--- config.mk ---
export PLATFORM = sky130hd
export DESIGN_NAME = rpsc_fault_sequencer
export DESIGN_NICKNAME = d
export VERILOG_FILES = /design/src/rtl/rpsc_pkg.sv /design/src/rtl/rpsc_debounce.sv /design/src/rtl/rpsc_fault_sequencer.sv
export SDC_FILE = /design/constraint.sdc
export NUM_CORES = 1
export LEC_CHECK = 0
export CORE_MARGIN = 4
export CORE_UTILIZATION = 55
export CTS_CLUSTER_DIAMETER = 80
export DETAILED_ROUTE_END_ITERATION = 6
export GPL_ROUTABILITY_DRIVEN = 0
export PLACE_DENSITY = 0.77
export SYNTH_ARGS = -nofsm -noshare
export SYNTH_HDL_FRONTEND = slang
export SYNTH_HIERARCHICAL = 1
export SYNTH_SLANG_ARGS = --single-unit
--- constraint.sdc ---
create_clock -name clk -period 4 [get_ports clk]
set_input_delay 0.6 -clock clk [delete_from_list [all_inputs] [get_ports clk]]
set_output_delay 0.6 -clock clk [all_outputs]
set_load 0.005 [all_outputs]
--- src/rtl/rpsc_pkg.sv ---
// ---------------------------------------------------------------------------
// rpsc_pkg
// Shared types and default timing constants for the RPSC front-panel fault
// sequencer.
//   rpsc_seq_state_e : sequencer FSM states (IDLE, RST_PULSE, LAMP_TEST)
//   DEFAULT_*        : default parameter values used by the sequencer blocks
//   max3()           : helper used to size the shared pulse counter
// ---------------------------------------------------------------------------
package rpsc_pkg;

    typedef enum logic [1:0] {
        IDLE      = 2'd0,
        RST_PULSE = 2'd1,
        LAMP_TEST = 2'd2
    } rpsc_seq_state_e;

    localparam int DEFAULT_N_FAULTS           = 8;
    localparam int DEFAULT_DEBOUNCE_CYCLES    = 16;
    localparam int DEFAULT_RESET_PULSE_CYCLES = 4;
    localparam int DEFAULT_LAMP_TEST_CYCLES   = 1000;

    // Largest of three integers; used for counter sizing at elaboration.
    function automatic int max3(input int a, input int b, input int c);
        int m;
        m = a;
        if (b > m) m = b;
        if (c > m) m = c;
        return m;
    endfunction

endpackage

--- src/rtl/rpsc_debounce.sv ---
// ---------------------------------------------------------------------------
// rpsc_debounce
// Synchronises one raw pushbutton into clk, debounces it and emits a single
// cycle request on each rising edge of the debounced level.
// Ports:
//   clk    in  system clock
//   reset  in  synchronous active-high reset (debounced level returns to 0)
//   btn    in  raw asynchronous button, active-high
//   req    out one-cycle pulse on each accepted press
// ---------------------------------------------------------------------------
module rpsc_debounce
    import rpsc_pkg::*;
#(
    parameter int DEBOUNCE_CYCLES = DEFAULT_DEBOUNCE_CYCLES
) (
    input  logic clk,
    input  logic reset,
    input  logic btn,
    output logic req
);

    localparam int CNT_W = $clog2(DEBOUNCE_CYCLES + 1);

    logic             meta_reg;
    logic             sync_reg;
    logic             level_reg;
    logic             level_prev_reg;
    logic [CNT_W-1:0] cnt_reg;

    // The counter tracks how many consecutive cycles the synchronised level
    // has disagreed with the accepted level. Any agreement restarts it, so
    // bounces shorter than DEBOUNCE_CYCLES never reach the flip point.
    always_ff @(posedge clk) begin
        if (reset) begin
            meta_reg       <= 1'b0;
            sync_reg       <= 1'b0;
            level_reg      <= 1'b0;
            level_prev_reg <= 1'b0;
            cnt_reg        <= '0;
        end else begin
            meta_reg       <= btn;
            sync_reg       <= meta_reg;
            level_prev_reg <= level_reg;
            if (sync_reg != level_reg) begin
                if (cnt_reg == CNT_W'(DEBOUNCE_CYCLES - 1)) begin
                    level_reg <= sync_reg;
                    cnt_reg   <= '0;
                end else begin
                    cnt_reg <= cnt_reg + CNT_W'(1);
                end
            end else begin
                cnt_reg <= '0;
            end
        end
    end

    // Decoded from flops only; the sequencer registers its reaction.
    assign req = level_reg & ~level_prev_reg;

endmodule

--- src/rtl/rpsc_fault_sequencer.sv ---
// ---------------------------------------------------------------------------
// rpsc_fault_sequencer
// Rack-level front-panel controller for the RPSC protection cards. Debounces
// the RESET and LAMP TEST buttons, sequences timed card reset / lamp-test
// pulses, withholds the hold-error clear while faults are present and
// latches the first fault seen since the last hold-error clear.
// Ports:
//   clk                   in  system clock
//   reset                 in  synchronous active-high reset
//   reset_btn             in  raw RESET button (async, active-high)
//   lamp_test_btn         in  raw LAMP TEST button (async, active-high)
//   fault_in              in  raw fault inputs (async, active-high)
//   card_reset            out card reset strobe
//   card_reset_hold_error out card hold-error clear strobe
//   LA_Test               out lamp-test drive
//   hold_err_blocked      out one-cycle pulse when a hold-error clear is refused
//   first_fault_valid     out a first fault is latched
//   first_fault_idx       out index of the latched first fault
//   busy                  out sequencer not idle
// All outputs are driven straight from flops.
// ---------------------------------------------------------------------------
module rpsc_fault_sequencer
    import rpsc_pkg::*;
#(
    parameter int N_FAULTS           = DEFAULT_N_FAULTS,
    parameter int DEBOUNCE_CYCLES    = DEFAULT_DEBOUNCE_CYCLES,
    parameter int RESET_PULSE_CYCLES = DEFAULT_RESET_PULSE_CYCLES,
    parameter int LAMP_TEST_CYCLES   = DEFAULT_LAMP_TEST_CYCLES,
    parameter int IDX_W              = $clog2(N_FAULTS)
) (
    input  logic                clk,
    input  logic                reset,
    input  logic                reset_btn,
    input  logic                lamp_test_btn,
    input  logic [N_FAULTS-1:0] fault_in,
    output logic                card_reset,
    output logic                card_reset_hold_error,
    output logic                LA_Test,
    output logic                hold_err_blocked,
    output logic                first_fault_valid,
    output logic [IDX_W-1:0]    first_fault_idx,
    output logic                busy
);

    localparam int CNT_MAX = max3(RESET_PULSE_CYCLES, LAMP_TEST_CYCLES, DEBOUNCE_CYCLES);
    localparam int CNT_W   = $clog2(CNT_MAX + 1);

    // -----------------------------------------------------------------------
    // Button front ends
    // -----------------------------------------------------------------------
    logic reset_req;
    logic lamp_req;

    rpsc_debounce #(
        .DEBOUNCE_CYCLES (DEBOUNCE_CYCLES)
    ) u_reset_db (
        .clk   (clk),
        .reset (reset),
        .btn   (reset_btn),
        .req   (reset_req)
    );

    rpsc_debounce #(
        .DEBOUNCE_CYCLES (DEBOUNCE_CYCLES)
    ) u_lamp_db (
        .clk   (clk),
        .reset (reset),
        .btn   (lamp_test_btn),
        .req   (lamp_req)
    );

    // -----------------------------------------------------------------------
    // Fault synchronisers (no debounce: a fault must be seen immediately)
    // -----------------------------------------------------------------------
    logic [N_FAULTS-1:0] fault_sync;

    generate
        for (genvar gi = 0; gi < N_FAULTS; gi++) begin : g_fault_sync
            logic meta_reg;
            logic sync_reg;
            always_ff @(posedge clk) begin
                if (reset) begin
                    meta_reg <= 1'b0;
                    sync_reg <= 1'b0;
                end else begin
                    meta_reg <= fault_in[gi];
                    sync_reg <= meta_reg;
                end
            end
            assign fault_sync[gi] = sync_reg;
        end
    endgenerate

    logic             fault_any;
    logic [IDX_W-1:0] fault_lowest;

    assign fault_any = |fault_sync;

    // Scan from the top so the lowest set index is the last one written.
    always_comb begin
        fault_lowest = '0;
        for (int i = N_FAULTS - 1; i >= 0; i--) begin
            if (fault_sync[i]) begin
                fault_lowest = IDX_W'(i);
            end
        end
    end

    // -----------------------------------------------------------------------
    // Sequencer FSM with shared pulse counter
    // -----------------------------------------------------------------------
    rpsc_seq_state_e state_reg, state_next;
    logic [CNT_W-1:0] cnt_reg, cnt_next;
    logic             hold_ok_reg, hold_ok_next;
    logic             entering_rst;

    logic card_reset_reg, card_reset_next;
    logic hold_err_reg, hold_err_next;
    logic la_test_reg, la_test_next;
    logic blocked_reg, blocked_next;
    logic busy_reg, busy_next;

    always_comb begin
        state_next   = state_reg;
        cnt_next     = cnt_reg;
        entering_rst = 1'b0;

        case (state_reg)
            IDLE: begin
                // Reset outranks a lamp request arriving on the same cycle.
                if (reset_req) begin
                    state_next   = RST_PULSE;
                    cnt_next     = CNT_W'(RESET_PULSE_CYCLES - 1);
                    entering_rst = 1'b1;
                end else if (lamp_req) begin
                    state_next = LAMP_TEST;
                    cnt_next   = CNT_W'(LAMP_TEST_CYCLES - 1);
                end
            end
            RST_PULSE: begin
                // New requests are ignored; the pulse is never stretched.
                if (cnt_reg == '0) begin
                    state_next = IDLE;
                end else begin
                    cnt_next = cnt_reg - CNT_W'(1);
                end
            end
            LAMP_TEST: begin
                // A reset press aborts the lamp test immediately.
                if (reset_req) begin
                    state_next   = RST_PULSE;
                    cnt_next     = CNT_W'(RESET_PULSE_CYCLES - 1);
                    entering_rst = 1'b1;
                end else if (cnt_reg == '0) begin
                    state_next = IDLE;
                end else begin
                    cnt_next = cnt_reg - CNT_W'(1);
                end
            end
            default: begin
                state_next = IDLE;
                cnt_next   = '0;
            end
        endcase

        // The hold-error decision is frozen on the entry cycle for the
        // whole pulse, so faults changing mid-pulse cannot chop it.
        hold_ok_next = entering_rst ? ~fault_any : hold_ok_reg;

        // Outputs are decoded from the next state and registered, so each
        // strobe starts and stops exactly on the state transition edges.
        card_reset_next = (state_next == RST_PULSE);
        hold_err_next   = (state_next == RST_PULSE) && hold_ok_next;
        la_test_next    = (state_next == LAMP_TEST);
        blocked_next    = entering_rst && fault_any;
        busy_next       = (state_next != IDLE);
    end

    always_ff @(posedge clk) begin
        if (reset) begin
            state_reg      <= IDLE;
            cnt_reg        <= '0;
            hold_ok_reg    <= 1'b0;
            card_reset_reg <= 1'b0;
            hold_err_reg   <= 1'b0;
            la_test_reg    <= 1'b0;
            blocked_reg    <= 1'b0;
            busy_reg       <= 1'b0;
        end else begin
            state_reg      <= state_next;
            cnt_reg        <= cnt_next;
            hold_ok_reg    <= hold_ok_next;
            card_reset_reg <= card_reset_next;
            hold_err_reg   <= hold_err_next;
            la_test_reg    <= la_test_next;
            blocked_reg    <= blocked_next;
            busy_reg       <= busy_next;
        end
    end

    // -----------------------------------------------------------------------
    // First-fault latch: cleared while the cards see the hold-error clear,
    // which takes priority over a capture on the same cycle.
    // -----------------------------------------------------------------------
    logic             ff_valid_reg;
    logic [IDX_W-1:0] ff_idx_reg;

    always_ff @(posedge clk) begin
        if (reset) begin
            ff_valid_reg <= 1'b0;
            ff_idx_reg   <= '0;
        end else if (hold_err_reg) begin
            ff_valid_reg <= 1'b0;
            ff_idx_reg   <= '0;
        end else if (!ff_valid_reg && fault_any) begin
            ff_valid_reg <= 1'b1;
            ff_idx_reg   <= fault_lowest;
        end
    end

    assign card_reset            = card_reset_reg;
    assign card_reset_hold_error = hold_err_reg;
    assign LA_Test               = la_test_reg;
    assign hold_err_blocked      = blocked_reg;
    assign busy                  = busy_reg;
    assign first_fault_valid     = ff_valid_reg;
    assign first_fault_idx       = ff_idx_reg;

endmodule

==> reports/results.ini, run 1 <==
[run_status]
status=finished, final reports clean

[clock_tree]
ctsResizeCount=0
cts_root_buf=clkbuf_8
hold_buffers=0
clk_pin_slew_ps=100
clock_path_buffers=2
cts.sinks=56
htreeDepth=2
cts_setup_buffers=0
cts_buffers=5
cts_tree=done
clk_latency_ps=300

[routing]
drc=0
wl_per_cell_um=12.4
first_pass_iters=4
ant_nets=0
initialDrtViolationCount=97
dr_total_vias=1624
via_per_inst=5.34
wirelength_um=3780

[yosys]
yosys-top-cells-area=dfxtp_1, nor2b_1, nor2_1, ha_1, a21oi_1
synth_top_area_cell=dfxtp_1
synth_common_cells=dfxtp_1, nor2_1, nor2b_1
synth.distinct_cells=46
synth_seq_area_share=0.508
syn-instance-count=232
synth_edf_count=0
yosysMostFrequentCell=dfxtp_1
syn_area_per_cell_um2=9.51
synthesis.nets=249
ys_ff_latch=56
synth_top_area_frac=0.508
ys_warn_count=6
mappedNetlistArea_mm2=0.00221
async_flop_share=0
synth_ff_type=dfxtp_1

[die]
io_pins=21
die_w_um=71.3
dieArea_mm2=0.00509
initial_core_util=0.585
die_h_um=71.3
rows=22
coreArea_mm2=0.00377

[power]
p_int_uw=745
power.density_mw_per_mm2=386
peakVddDrop_uv=248
p_comb_frac=0.092
seqPwrFrac=0.596
p_leak_nw=0.968
clockPowerShare=0.312
p_sw_uw=237
swShare=0.241

[timing]
rsz0062_at_grt=false
fmax_mhz=508
finalWorstPathRequiredPeriod_ps=1970
setup_tns_ps=0
drv_slew=0
finalHoldViolCount=0
max-slew-margin-rel=0.615
finClkSkew_ps=4.06
tightestPinTransition_ps=572
fin_crit_sh=0.492
finalSetupViolCount=0

[global_routing]
met2_usage=0.259
grt_pass1_vias=1527
grtUsageTotal=0.156
grt_use_met1=0.198
grt_overflow=0
antenna_found_initial=0
grt-busiest-layer=met2
grt_max_degree=41
grt_pass1_wl_um=6500
met3_usage=0.0351

[cells_and_area]
n_antenna_cell=0
syn2layout_area_growth_pct=15.3
fin_area_mm2=0.00254
finalNetCount=272
largest_reg_flops=10
fin_cells=304
final_layout_size_suffix_gt1_frac=0.0820

[setup_path]
required_ps=4180
crit_type=flip-flop to flip-flop
r2r_cells=5
critPathCaptureType=flip-flop
r2r_slack_ps=2030
cp_data_arrival_time_ps=2150
critPathMaxFanout=9
cp-start-kind=flip-flop

[job]
cap_viol_max_count=0

[min_path]
min_delay_path_depth=1
min_path_type=flip-flop to flip-flop

[placed_design]
place_hpwl_um=2690
dpl_cell_area_mm2=0.00245
place_inst=296
portBuffers=20

## cell usage in the layout, fill, tap and decap left out, types with 5 or more instances in the layout
cell / synthesis / routed
dfxtp_1: 56 / 56
clkdlybuf4s50_1: 0 / 20
o21ai_0: 10 / 10
nor2b_1: 27 / 27
nand3_1: 6 / 6
clkbuf_8: 0 / 5
inv_1: 9 / 9
nor2_1: 30 / 30
nor3_1: 7 / 7
a21oi_1: 12 / 12
nand2_1: 5 / 5
ha_1: 5 / 5
## metal layers
metal,routed length (um),up-vias,part of all wire
li1,-,855,-
met1,1850,728,0.49
met2,1710,36,0.45
met3,163,5,0.043
met4,55,0,0.015
met5,0,-,0
## worst paths after layout
check / from / end
hold reg to reg: g_fault_sync[3].meta_reg$_SDFF_PP0_ / g_fault_sync[3].sync_reg$_SDFF_PP0_
hold / removal: g_fault_sync[3].meta_reg$_SDFF_PP0_ / g_fault_sync[3].sync_reg$_SDFF_PP0_
setup reg to reg: u_reset_db/level_reg$_SDFFE_PP0P_ / cnt_reg[8]$_SDFFE_PP0P_
setup / recovery: u_reset_db/level_reg$_SDFFE_PP0P_ / cnt_reg[8]$_SDFFE_PP0P_
## critical path, stage by stage (launching register included)
cell and delay [ps]:
dfxtp_1 390, nor2b_1 440, o21ba_2 230, o21ai_0 460
o21ai_0 180, o2bb2ai_1 140
## logic make-up (layout without fill, tap and decap cells)
logic type               count (synthesis)  count (layout)  synth area share
AO/OA/AOI/OAI                           46              46             0.139
buffers and inverters                   14              38            0.0244
multiplexers                             3               3            0.0136
AND/OR/NAND/NOR                        102             102             0.263
XOR/XNOR                                 6               6            0.0238
adder cells (fa/ha/maj)                  5               5            0.0283
flip-flops                              56              56             0.508
## power groups by stage
stage          Clock [mW]  Sequential (mW)  Combinational [mW]
3_5_place_dp            0            0.598              0.0887
3_3_place_gp            0            0.597              0.0882
6_report            0.307            0.585              0.0904
4_1_cts             0.314            0.585              0.0897
5_1_grt             0.332            0.587              0.0999
2_1_floorplan           0            0.596              0.0583
## through the flow
stage / setup WS (ps) / util / total power [mW] / hold WS, ps
floorplan: 2360 / - / 0.654 / 414
global placement: 1800 / 0.651 / 0.685 / 419
detailed placement: 1750 / 0.651 / 0.686 / 422
CTS: 2040 / 0.675 / 0.988 / 445
global route: 1870 / 0.675 / 1.02 / 460
finish: 2030 / 0.675 / 0.982 / 441
## cell type report
type | instances | area [um^2]
fill | 305 | 1230
tap | 48 | 60.1
multi-input combinational | 162 | 1030
timing repair buffer | 21 | 208
sequential | 56 | 1120
inverter | 9 | 33.8
clock buffer | 5 | 68.8
clock inverter | 3 | 21.3
Power figures use the tool's default switching activity.
==> run 2, diff against run 1 <==
Settings changed: CORE_UTILIZATION 55 to 50, PLACE_DENSITY 0.77 to 0.74.
Clock period 4 ns to 1.6 ns, I/O delays scaled along.
==> reports/results.ini, run 2 (synthesis gave the netlist of run 1 again) <==
[run_status]
status=finished, final reports clean

[placed_design]
dpl_cell_area_mm2=0.00255  ; +3.9%
place_hpwl_um=2960  ; +9.8%
pre_cts_ws_ps=-14.8  ; -1760 ps
portBuffers=20  ; unchanged

[routing]
ant_nets=0  ; unchanged
first_pass_iters=4  ; unchanged
wirelength_um=3960  ; +4.8%
via_per_inst=5.31  ; -0.52%
wl_per_cell_um=12.4  ; +0.21%
drc=0  ; unchanged
initialDrtViolationCount=133  ; +37%
dr_total_vias=1690  ; +4.1%

[timing]
drv_slew=0  ; unchanged
fmax_mhz=652  ; +28%
finalSetupViolCount=0  ; unchanged
fin_ws_ps=65.8  ; -1960 ps
rsz0062_at_grt=true
max-slew-margin-rel=0.621  ; +0.00562
finalWorstPathRequiredPeriod_ps=1530  ; -435 ps
fin_crit_sh=0.959  ; +0.467
finalHoldViolCount=0  ; unchanged
tightestPinTransition_ps=564  ; -7.59 ps
setup_tns_ps=0  ; unchanged
finClkSkew_ps=4.18  ; +0.128 ps

[power]
p_sw_uw=590  ; +150%
p_int_mw=2.04  ; +170%
peakVddDrop_uv=742  ; +200%
swShare=0.224  ; -0.0168
seqPwrFrac=0.557  ; -0.039
p_comb_frac=0.094  ; +0.002
clockPowerShare=0.349  ; +0.037
power_mw=2.63  ; +170%
power.density_mw_per_mm2=978  ; +150%
p_leak_nw=1.04  ; +7.5%

[global_routing]
grt_pass1_wl_um=6730  ; +3.5%
grtUsageTotal=0.156  ; -0.000874
grt_pass1_vias=1561  ; +2.2%
antenna_found_initial=0  ; unchanged
grt_max_degree=21  ; -49%
grt_overflow=0  ; unchanged

[cells_and_area]
mostFrequentLayoutCells=dfxtp_1, nor2b_1, nor2_1, clkdlybuf4s50_1, buf_4
n_antenna_cell=0  ; unchanged
fin_util=0.648  ; -0.0269
finalNetCount=284  ; +4.4%
final_layout_size_suffix_gt1_frac=0.160  ; +0.0784
syn2layout_area_growth_pct=21.7
layout_commonest_cell=dfxtp_1
fin_area_mm2=0.00269  ; +5.5%
largest_reg_flops=10  ; unchanged
nFillCells=357  ; +17%

[clock_tree]
hold_buffers=0  ; unchanged
cts_setup_buffers=0  ; unchanged
clk_latency_ps=300  ; about the same
cts_buffers=5  ; unchanged
cts.sinks=56  ; unchanged
clk_pin_slew_ps=100  ; about the same
cts_root_buf=clkbuf_8
cts_tree=done
htreeDepth=2  ; unchanged
clock_path_buffers=2  ; unchanged

[die]
io_pins=21  ; unchanged
initial_core_util=0.533  ; -0.0527
coreArea_mm2=0.00414  ; +9.9%
dieArea_mm2=0.00554  ; +8.9%
die_w_um=74.4  ; +4.3%
die_h_um=74.4  ; +4.3%
rows=23  ; +4.5%

[setup_path]
max_stage_delay_ps=530  ; +70 ps
critPathMaxFanout=4  ; -5
path_delay_family=simple AND/OR/NAND/NOR gates
crit_type=flip-flop to flip-flop
worst-path-buf-inv=0  ; unchanged
required_ps=1840  ; -2340 ps
cp_data_arrival_time_ps=1780  ; -370 ps
critPathCaptureType=flip-flop
critPathSlowestCell=or4_4
crit_chain=nor2b_2, or4_4, or2_4, o21ai_0, o2bb2ai_1
cp-start-kind=flip-flop

[job]
cap_viol_max_count=0  ; unchanged

[min_path]
min_path_type=flip-flop to flip-flop

==> run 2: cell types whose count changed in the layout (fill, tap and decap cells not counted), moves of 2 or more <==
cell	delta
buf_4	+12
nor2_2	+4
dfxtp_2	+3
dfxtp_1	-3
o21ai_0	-2
o21ai_1	+2
nor2_1	-4
==> run 2: layer usage <==
layer	GRT usage	wire, um
met1	0.203	1940
met2	0.246	1760
met3	0.0419	217
met4	0.0593	41
met5	0	0
==> run 2: final timing paths <==
check / from / end / slack (ps) / cells past startpoint
worst max-delay path: u_reset_db/level_reg$_SDFFE_PP0P_ / cnt_reg[2]$_SDFFE_PP0P_ / 70 / 5
worst min-delay path: u_reset_db/cnt_reg[0]$_SDFF_PP0_ / u_reset_db/cnt_reg[0]$_SDFF_PP0_ / 420 / 1
worst max register to register: u_reset_db/level_reg$_SDFFE_PP0P_ / cnt_reg[2]$_SDFFE_PP0P_ / 70 / 5
worst min register to register: u_reset_db/cnt_reg[0]$_SDFF_PP0_ / u_reset_db/cnt_reg[0]$_SDFF_PP0_ / 420 / 1
==> run 2: power groups by stage <==
stage          registers, mW  logic, mW  clock network, mW
4_1_cts                 1.46      0.245              0.939
5_1_grt                 1.47      0.272              0.987
3_3_place_gp            1.49      0.237                  0
6_report                1.46      0.247              0.916
3_5_place_dp            1.49      0.242                  0
2_1_floorplan           1.49      0.146                  0
==> run 2: worst reg2reg max path, stage by stage (launching register included) <==
cell       delay, ps
dfxtp_1          320
nor2b_2          160
or4_4            530
or2_4            270
o21ai_0           80
o2bb2ai_1        120
==> run 2: layout make-up <==
class | count | area (um^2) | share of cell area
Tap cell | 50 | 62.6 | 0.0233
Clock inverter | 2 | 38.8 | 0.0144
Multi-Input combinational cell | 162 | 1050 | 0.393
Inverter | 9 | 33.8 | 0.0126
Timing Repair Buffer | 33 | 298 | 0.111
Sequential cell | 56 | 1120 | 0.419
Clock buffer | 6 | 72.6 | 0.0270
==> run 2: timing repair <==
action	in CTS	in global routing
endpoints found under the setup margin	1	14
resized for setup	5	8
pin swaps	1	2
==> run 2: per-stage QoR <==
step                      cells  hold slack [ps]
after floorplan             232              312
after global placement      310              419
after detailed placement    310              423
after CTS                   318              447
after global routing        318              442
final                       318              424
==> run 3, diff against run 2 <==
Settings changed: CORE_ASPECT_RATIO set to 1.2, CORE_MARGIN 4 to unset.
==> reports/results.ini, run 3 (synthesis gave the netlist of run 1 again) <==
[setup_path]
required_ps=1850  ; about the same
crit_chain=nor2b_2, or4_4, or2_4, o21ai_2, o2bb2ai_1
r2r_slack_ps=50  ; about the same
max_stage_delay_ps=540  ; about the same
critPathSlowestCell=or4_4
crit_type=flip-flop to flip-flop
critPathMaxFanout=4  ; unchanged
cp-start-kind=flip-flop
cp_data_arrival_time_ps=1800  ; +20 ps
critPathCaptureType=flip-flop

[power]
p_comb_frac=0.098  ; +0.004
p_leak_nw=1.06  ; +1.8%
p_sw_uw=613  ; +3.9%
swShare=0.230  ; +0.00588
power.density_mw_per_mm2=968  ; -1.0%
seqPwrFrac=0.552  ; -0.005
power_mw=2.66  ; +1.3%
p_int_mw=2.05  ; +0.49%
clockPowerShare=0.350  ; about the same
peakVddDrop_uv=600  ; -19%

[placed_design]
place_inst=318  ; +2.6%
place_hpwl_um=2880  ; -2.5%
dpl_cell_area_mm2=0.00257  ; +0.88%
portBuffers=20  ; unchanged

[routing]
drc=0  ; unchanged
via_per_inst=5.36  ; +0.86%
wirelength_um=4090  ; +3.3%
first_pass_iters=4  ; unchanged
dr_total_vias=1742  ; +3.1%
wl_per_cell_um=12.6  ; +1.0%
initialDrtViolationCount=109  ; -18%
ant_nets=0  ; unchanged

[cells_and_area]
final-seq-area_mm2=0.00112  ; -0.11%
fin_cells=325  ; +2.2%
finalNetCount=285  ; +0.35%
nFillCells=350  ; -2.0%
largest_reg_flops=10  ; unchanged
multi_input_area_mm2=0.00110  ; +4.2%
fin_area_mm2=0.00275  ; +2.3%
mostFrequentLayoutCells=dfxtp_1, nor2_1, nor2b_1, clkdlybuf4s50_1, buf_4
layout_commonest_cell=dfxtp_1
n_antenna_cell=0  ; unchanged
syn2layout_area_growth_pct=24.4
final_layout_size_suffix_gt1_frac=0.175  ; +0.0143

[run_status]
status=finished, final reports clean

[timing]
fin_crit_sh=0.968  ; +0.00921
finalWorstPathRequiredPeriod_ps=1550  ; +14.7 ps
drv_slew=0  ; unchanged
setup_tns_ps=0  ; unchanged
finalHoldViolCount=0  ; unchanged
fmax_mhz=646  ; -0.95%
max-slew-margin-rel=0.648  ; +0.0273
tightestPinTransition_ps=523  ; -40.5 ps
holdWs_ps=447  ; +22.6 ps
finalSetupViolCount=0  ; unchanged
rsz0062_at_grt=true
finClkSkew_ps=11.6  ; +7.41 ps

[min_path]
min_path_type=flip-flop to flip-flop

[die]
io_pins=21  ; unchanged
dieArea_mm2=0.00468  ; -15%
rows=26  ; +13%
initial_core_util=0.518  ; -0.0147
die_w_um=62.7  ; -16%
coreArea_mm2=0.00426  ; +2.8%
die_h_um=74.8  ; +0.46%

[clock_tree]
cts_setup_buffers=0  ; unchanged
cts_root_buf=clkbuf_8
cts_tree=done
clock_path_buffers=2  ; unchanged
htreeDepth=2  ; unchanged
clk_latency_ps=310  ; about the same
cts.sinks=56  ; unchanged
clk_pin_slew_ps=100  ; about the same
cts_buffers=5  ; unchanged

[job]
cap_viol_max_count=0  ; unchanged

[global_routing]
grt_pass1_vias=1541  ; -1.3%
grt_max_degree=21  ; unchanged
antenna_found_initial=0  ; unchanged
grtUsageTotal=0.178  ; +0.0228
grt_pass1_wl_um=6580  ; -2.2%
grt_overflow=0  ; unchanged

## run 3: worst paths after layout
| check | start | end | cells after the start |
|---|---|---|---|
| worst max-delay path | u_reset_db/level_reg$_SDFFE_PP0P_ | cnt_reg[8]$_SDFFE_PP0P_ | 5 |
| worst min register to register | g_fault_sync[6].meta_reg$_SDFF_PP0_ | g_fault_sync[6].sync_reg$_SDFF_PP0_ | 1 |
| worst max register to register | u_reset_db/level_reg$_SDFFE_PP0P_ | cnt_reg[8]$_SDFFE_PP0P_ | 5 |
| worst min-delay path | g_fault_sync[6].meta_reg$_SDFF_PP0_ | g_fault_sync[6].sync_reg$_SDFF_PP0_ | 1 |
## run 3: stage by stage
step,setup WS [ps],util
after floorplan,18.8,-
after global placement,30.8,0.604
after detailed placement,-7.24,0.604
after CTS,-7.24,0.631
after global routing,-17.1,0.644
final,51.0,0.644
## run 3: timing repair
item,4_1_cts,5_1_grt
hold buffers,0,0
hold endpoints to repair,0,0
resized for setup,2,18
setup endpoints to repair,3,12
cloned,0,0
pin swaps,1,5
## run 3: critical path: cells and delay by family (launching register included)
kind	cells	cell delay, ps
simple gates	3	1000
flops	1	310
compound gates	2	180
## run 3: layout make-up
type / count / share of cell area
sequential: 56 / 0.409
tap: 56 / 0.0255
multi-input combinational: 162 / 0.400
inverter: 9 / 0.0123
clock inverter: 3 / 0.0169
timing repair buffer: 34 / 0.111
clock buffer: 5 / 0.0251
## run 3: power groups by stage
stage / Sequential, mW / Clock [mW] / Combinational, mW
floorplan: 1.49 / 0 / 0.146
global placement: 1.49 / 0 / 0.234
detailed placement: 1.50 / 0 / 0.235
CTS: 1.46 / 0.957 / 0.239
global route: 1.47 / 1.02 / 0.286
finish: 1.47 / 0.931 / 0.262
## run 3: routing by layer
metal / global-route usage / wire, um / up-vias
li1: - / - / 878
met1: 0.220 / 1870 / 820
met2: 0.304 / 2020 / 37
met3: 0.0455 / 135 / 7
met4: 0.0672 / 57 / 0
met5: 0 / 0 / -
